### src/rtl/seq_detector_prog.sv
// Runtime-programmable serial bit-pattern detector with overlap/non-overlap modes.
// Optional match counter is built only when SEQ_DET_MATCH_CNT_EN is defined.
module seq_detector_prog #(
  parameter int MAX_LEN = 8,
  parameter int CNT_W   = 8
) (
  input  logic                         clk,
  input  logic                         rst,
  input  logic                         in_valid,
  input  logic                         in_bit,
  input  logic                         cfg_load,
  input  logic [MAX_LEN-1:0]           cfg_pattern,
  input  logic [$clog2(MAX_LEN+1)-1:0] cfg_len,
  input  logic                         cfg_overlap,
  input  logic                         cnt_clr,
  output logic                         match,
  output logic [CNT_W-1:0]             match_cnt
);

  localparam int LEN_W = $clog2(MAX_LEN+1);
  localparam logic [LEN_W-1:0] LEN_MAX = LEN_W'(MAX_LEN);

  logic [MAX_LEN-1:0] pat_q;
  logic [LEN_W-1:0]   len_q;
  logic               ovl_q;
  logic [MAX_LEN-1:0] hist_q;
  logic [LEN_W-1:0]   fill_q;
  logic               match_q;

  logic [MAX_LEN-1:0] hist_nxt;
  logic [LEN_W-1:0]   fill_inc;
  logic [MAX_LEN-1:0] mask;
  logic [LEN_W-1:0]   cfg_len_sat;
  logic               hit;

  // Match is judged on the post-shift history/fill so the completing bit counts.
  always_comb begin
    hist_nxt    = {hist_q[MAX_LEN-2:0], in_bit};
    fill_inc    = (fill_q == LEN_MAX) ? fill_q : fill_q + 1'b1;
    cfg_len_sat = (cfg_len > LEN_MAX) ? LEN_MAX : cfg_len;
    mask        = '0;
    for (int i = 0; i < MAX_LEN; i++) begin
      mask[i] = (i < int'(len_q));
    end
    hit = in_valid && !cfg_load && (len_q != '0) && (fill_inc >= len_q) &&
          (((hist_nxt ^ pat_q) & mask) == '0);
  end

  always_ff @(posedge clk or negedge rst) begin
    if (!rst) begin
      pat_q   <= '0;
      len_q   <= '0;
      ovl_q   <= 1'b1;
      hist_q  <= '0;
      fill_q  <= '0;
      match_q <= 1'b0;
    end else if (cfg_load) begin
      pat_q   <= cfg_pattern;
      len_q   <= cfg_len_sat;
      ovl_q   <= cfg_overlap;
      hist_q  <= '0;
      fill_q  <= '0;
      match_q <= 1'b0;
    end else begin
      match_q <= hit;
      if (in_valid) begin
        hist_q <= hist_nxt;
        // Non-overlap consumes the completing bit: the next match needs len fresh bits.
        fill_q <= (hit && !ovl_q) ? '0 : fill_inc;
      end
    end
  end

  assign match = match_q;

`ifdef SEQ_DET_MATCH_CNT_EN
  logic [CNT_W-1:0] cnt_q;

  always_ff @(posedge clk or negedge rst) begin
    if (!rst) begin
      cnt_q <= '0;
    end else if (cnt_clr) begin
      cnt_q <= '0;
    end else if (hit && (cnt_q != '1)) begin
      cnt_q <= cnt_q + 1'b1;
    end
  end

  assign match_cnt = cnt_q;
`else
  logic cnt_clr_unused;
  assign cnt_clr_unused = cnt_clr;
  assign match_cnt      = '0;
`endif

endmodule
### config.mk
export PLATFORM = sky130hd
export DESIGN_NAME = seq_detector_prog
export DESIGN_NICKNAME = d
export VERILOG_FILES = /design/src/rtl/seq_detector_prog.sv
export SDC_FILE = /design/constraint.sdc
export NUM_CORES = 1
export LEC_CHECK = 0
export CORE_MARGIN = 4
export CORE_UTILIZATION = 46
export CTS_CLUSTER_DIAMETER = 80
export DETAILED_ROUTE_END_ITERATION = 8
export HOLD_SLACK_MARGIN = 0.05
export PLACE_DENSITY = 0.75
export SETUP_SLACK_MARGIN = 0.2
export SLEW_MARGIN = 20
export SYNTH_ARGS = -nofsm -noshare
export SYNTH_HDL_FRONTEND = slang
export SYNTH_SLANG_ARGS = --single-unit
### constraint.sdc
create_clock -name clk -period 2.4 [get_ports clk]
set_input_delay 0.36 -clock clk [delete_from_list [all_inputs] [get_ports clk]]
set_output_delay 0.36 -clock clk [all_outputs]
set_load 0.1 [all_outputs]
Word-level counts from Yosys, hierarchy flattened
Cells that the tools add are included.
{"block": "classes", "order_cmp": 10, "mux": 8, "n_addsub": 1, "reduce_logical": 10, "n_eq_ne": 1, "bitwise": 2}
{"operator": "4-bit 2-to-1 mux", "n": 5}
{"operator": "3-bit by 4-bit less-than comparator with 1-bit output, first input constant", "n": 4}
{"operator": "7-bit 2-to-1 mux", "n": 2}
{"operator": "8-bit AND", "n": 1}
{"operator": "8-bit zero test", "n": 1}
{"operator": "1-bit by 4-bit less-than comparator with 1-bit output, first input constant", "n": 2}
{"operator": "2-bit by 4-bit less-than comparator with 1-bit output, first input constant", "n": 2}
{"operator": "8-bit bitwise XOR", "n": 1}
{"operator": "1-bit logical AND", "n": 5}
{"operator": "4-bit by 1-bit adder with 4-bit output, second input constant", "n": 1}
{"operator": "4-bit == test, second input constant", "n": 1}
{"operator": "4-bit >= comparator", "n": 1}
{"operator": "4-bit > comparator, second input constant", "n": 1}
{"operator": "4-bit nonzero test", "n": 1}
{"operator": "1-bit zero test", "n": 2}
{"operator": "2-bit nonzero test", "n": 1}
{"operator": "1-bit 2-to-1 mux", "n": 1}
{"block": "word_totals", "inputBits": 19, "wordCells": 38, "reg_bits": 25, "output_inout_bits": 9}

Longest topological paths before layout
{"block": "logic_depth", "word_depth": 9, "depth_mapped": 11, "ltp_nobuf": 11}

Least setup slack after synthesis
Ideal clock, no wire load.
{"block": "synth_path", "path_kind": "register to register", "start": "register fill_q[0]", "end": "register fill_q[0]", "setup_slack_ns": 0.209, "period_less_slack_ns": 2.191, "n_path_buf": 0, "setup_ns": 0.132, "t_required_ns": 2.268, "stages_incl_launch_ff": 11, "arrival_ns": 2.060, "path_cell_list": "dfrtp_1 inv_1 ha_1 nand3b_1 xnor2_1 inv_1 ha_1 o21ai_0 a221o_1 nor4_4 o21ai_1"}
{"block": "synth_between", "elab_chain_len": 9, "word_cells_on_any_way": 10, "classes_between": "1 x add/sub; 1 x order compare; 1 x eq/ne; 4 x mux; 3 x reduce/logical"}
{"element": "from (decl)", "line_no": "27", "text": "logic [LEN_W-1:0] fill_q;"}
{"element": "from (signal assigned)", "line_no": "69", "text": "fill_q <= (hit && !ovl_q) ? '0 : fill_inc;"}
{"element": "4-bit by 1-bit adder with 4-bit output or 4-bit == test (tied branches)", "line_no": "39", "text": "fill_inc = (fill_q == LEN_MAX) ? fill_q : fill_q + 1'b1;"}
{"element": "4-bit 2-to-1 mux (*)", "line_no": "39"}
{"element": "4-bit >= comparator", "line_no": "45", "text": "hit = in_valid && !cfg_load && (len_q != '0) && (fill_inc >= len_q) &&"}
{"element": "1-bit logical AND (2 in series)", "line_no": "45"}
{"element": "1-bit logical AND", "line_no": "69"}
{"element": "4-bit 2-to-1 mux (*)", "line_no": "69"}
{"element": "4-bit 2-to-1 mux (*)", "line_no": "66", "text": "if (in_valid) begin"}
{"element": "4-bit 2-to-1 mux (*)", "line_no": "57", "text": "end else if (cfg_load) begin"}
Mark *: on every way between the ends. The rest lies on a longest branch, timed or not. The select of a mux whose other input is x is not followed.
A chain may end at the register's enable or synchronous reset.

Worst setup path after layout
{"block": "layout_path", "start": "register fill_q[0]", "end": "register fill_q[2]"}
The elaborated chain is that of the path after synthesis.

==> metrics.txt <==
status=finished, final reports clean; ratio of cells with drive above 1 in the final layout=0.233; Tmin final=2.33 ns; Psw=0.326 mW; mean area per synthesized cell=10.3 sq um; clock-pin slew on the worst setup and hold paths=0.14 ns; Syn Inst Count=135; slowest CP cell=dfrtp_1; routability congestion estimate=0.763; number of global-route vias before repair=1057; reg2reg path depth=11; RSZ-0062 raised after global routing=yes; CTS Root Cell=clkbuf_4; Peak supply drop=0.370 mV; Synth Cell Area=1390 sq um; global route overflow=0; Finished Core Util=0.608; Initial Utilization=0.492; Finished Cell Area=1720 sq um; Port Buffer Count=18; Core ar.=2830 sq um; Num CTS Buffers=3; synth unique cells=32; Max Root-Sink Buffers=2; Clock power frac=0.193; area delta synth->final=23.5%; IO Count=28; Top Layer Used=met4; CP Max Fanout=3; Std-Cell Rows=19; crit path cell chain=inv_2, ha_4, nand3b_1, xnor2_2, inv_2, ha_4, o21ai_2, a221o_1, nor4_4, buf_4, o22ai_1; DRT iter0 DRCs=37; Post-synth EDFFs=0; R2R Setup Slk=0.07 ns; CTS H-tree lvls=1; reg-to-reg endpoint=fill_q[2]$_DFFE_PN0P_; predominant post-synthesis flop cell=dfrtp_1; skew final=0.0101 ns; Die Y=63.0 um; register bit total from synthesis=25; Flop pwr share=0.487; Post-Route WL=2820 um; PD cells=572 nW/um^2; post-synthesis sequential area ratio=0.450; DP HPWL=1930 um; drt wl/cell=14.5 um; initial antenna violation count=0; Slowest Stage Delay on Critical Path=0.43 ns; pins over their slew limit=0; final hold violation count=0; Vias=1033; required time worst endpoint=2.61 ns; Via density=5.32; Post-DP Area=1590 sq um; Die W=63.0 um; ANT nets after route=0; Ant. Diodes=0; sw frac=0.331; Leak=0.782 nW; Die Area=3970 sq um; Setup crit start kind=flip-flop; period utilization=0.973; crit end category=flip-flop; DRC violations left=0; CTS sink count=25; P_int=0.658 mW; metal3 WL=134 um; crit path kind=reg2reg; DRT Pass-1 Iters=4; largest net degree at the start of global routing=28; crit path DAT=2.55 ns; Hold Crit Class=in2async; final setup vio count=0; layout net count=189; TritonCTS clock tree=done; Final TNS setup=0 ns; max cap viols=0; Worst R2R Start=fill_q[0]$_DFFE_PN0P_; Comb power frac=0.319; Total GRT Usage=0.147; fmax=0.428 GHz; WL met1=1230 um; Met2 Wirelength=1440 um; Worst-Skew Late Latency=0.32 ns; first-pass GRT wire length=4660 um; Async SR Flop Fraction=1.00; Synth Warn #=0
[critical path: cells and delay by family, from the launching register on]
family	cells	cell delay [ns]
simple gates	2	0.45
compound gates	3	0.42
flops	1	0.43
fa+ha+maj	2	0.40
xor+xnor	1	0.19
buf+inv	3	0.34
[worst max-delay path by stage]
stage / startpoint / end / slack, ns / cells past startpoint
floorplan: fill_q[0]$_DFFE_PN0P_ / fill_q[0]$_DFFE_PN0P_ / 0.21 / 10
global placement: fill_q[0]$_DFFE_PN0P_ / fill_q[0]$_DFFE_PN0P_ / 0.07 / 10
detailed placement: fill_q[0]$_DFFE_PN0P_ / fill_q[1]$_DFFE_PN0P_ / -0.004 / 10
CTS: fill_q[0]$_DFFE_PN0P_ / fill_q[1]$_DFFE_PN0P_ / 0.04 / 10
global route: fill_q[0]$_DFFE_PN0P_ / fill_q[2]$_DFFE_PN0P_ / -0.04 / 11
finish: fill_q[0]$_DFFE_PN0P_ / fill_q[2]$_DFFE_PN0P_ / 0.07 / 11
[repair_timing]
| item | 4_1_cts | 5_1_grt |
|---|---|---|
| setup buffers | 3 | 4 |
| pin swaps | 7 | 7 |
| endpoints found under the setup margin | 5 | 5 |
| cloned | 0 | 0 |
| hold buffers | 0 | 0 |
| gates resized for setup | 7 | 6 |
[sequential cells by signal, indices dropped and copies added, names as in the netlist]
name,flops
hist_q,7
len_q,4
ovl_q,1
fill_q,4
pat_q,8
match,1
[final cells by class]
class / count / area, sq um
fillers: 240 / 1110
multi-input cells: 95 / 726
flip-flops and latches: 25 / 627
repair buffers: 30 / 268
well taps: 31 / 38.8
inverters: 9 / 33.8
clock buffers: 4 / 26.3
[cells in the final DEF (no fill, tap or decap), types with 2 or more instances in the layout]
master	synthesis	final
o21ai_0	7	5
inv_2	0	3
nand3_1	7	7
nand2_1	9	9
a21oi_1	2	2
conb_1	1	8
clkbuf_4	0	3
dfrtp_1	24	24
nor2b_1	2	2
mux2i_1	7	7
xnor2_1	5	4
nor2_1	10	10
o22ai_1	3	3
clkdlybuf4s50_1	0	17
nand3b_1	2	2
o21a_1	2	2
inv_1	9	6
buf_4	8	13
xor2_1	5	5
ha_1	6	4
ha_4	0	2
mux2_2	9	9
o21ai_2	0	4
[routing by layer]
metal / up-vias / track usage
met1: 499 / 0.186
met3: 2 / 0.0288
met5: - / 0
met2: 29 / 0.242
li1: 503 / -
met4: 0 / 0.0661
[synth_stat cells (2+ instances only)]
cell / count / share of area
xnor2_1: 5 / 0.031
buf_1: 3 / 0.0081
xor2_1: 5 / 0.031
a21oi_1: 2 / 0.0072
o22ai_1: 3 / 0.013
mux2i_1: 7 / 0.050
nor2_1: 10 / 0.027
dfrtp_1: 24 / 0.43
ha_1: 6 / 0.054
inv_1: 9 / 0.024
o21a_1: 2 / 0.011
nor2b_1: 2 / 0.0090
o21ai_0: 7 / 0.025
nand3b_1: 2 / 0.011
o21ai_1: 2 / 0.0072
nand2_1: 9 / 0.024
mux2_2: 9 / 0.073
buf_4: 8 / 0.043
nand3_1: 7 / 0.025
[through the flow]
step                power, mW  setup slack (ns)  std cells  hold WS [ns]
finish                  0.983            0.0651        194         0.385
global route             1.04           -0.0447        194         0.401
CTS                     0.963            0.0350        190         0.386
detailed placement      0.749          -0.00448        183         0.521
global placement        0.738            0.0678        183         0.514
floorplan               0.682             0.209        142        0.0644
[power groups by stage]
stage          clock network [mW]  registers [mW]  logic, mW
4_1_cts                     0.196           0.478      0.290
6_report                    0.190           0.479      0.314
3_5_place_dp                    0           0.487      0.262
2_1_floorplan                   0           0.481      0.200
5_1_grt                     0.216           0.484      0.343
3_3_place_gp                    0           0.485      0.253
[cell families after synthesis]
family                     share of synthesized area
AOI/OAI and AO/OA                              0.104
and+or+nand+nor                                0.121
buffers and inverters                         0.0818
adders and majority gates                     0.0539
xor gates and xnor gates                      0.0629
other                                        0.00269
DFF                                            0.450
muxes                                          0.123
Note: power is estimated with default switching activity, not from simulation.
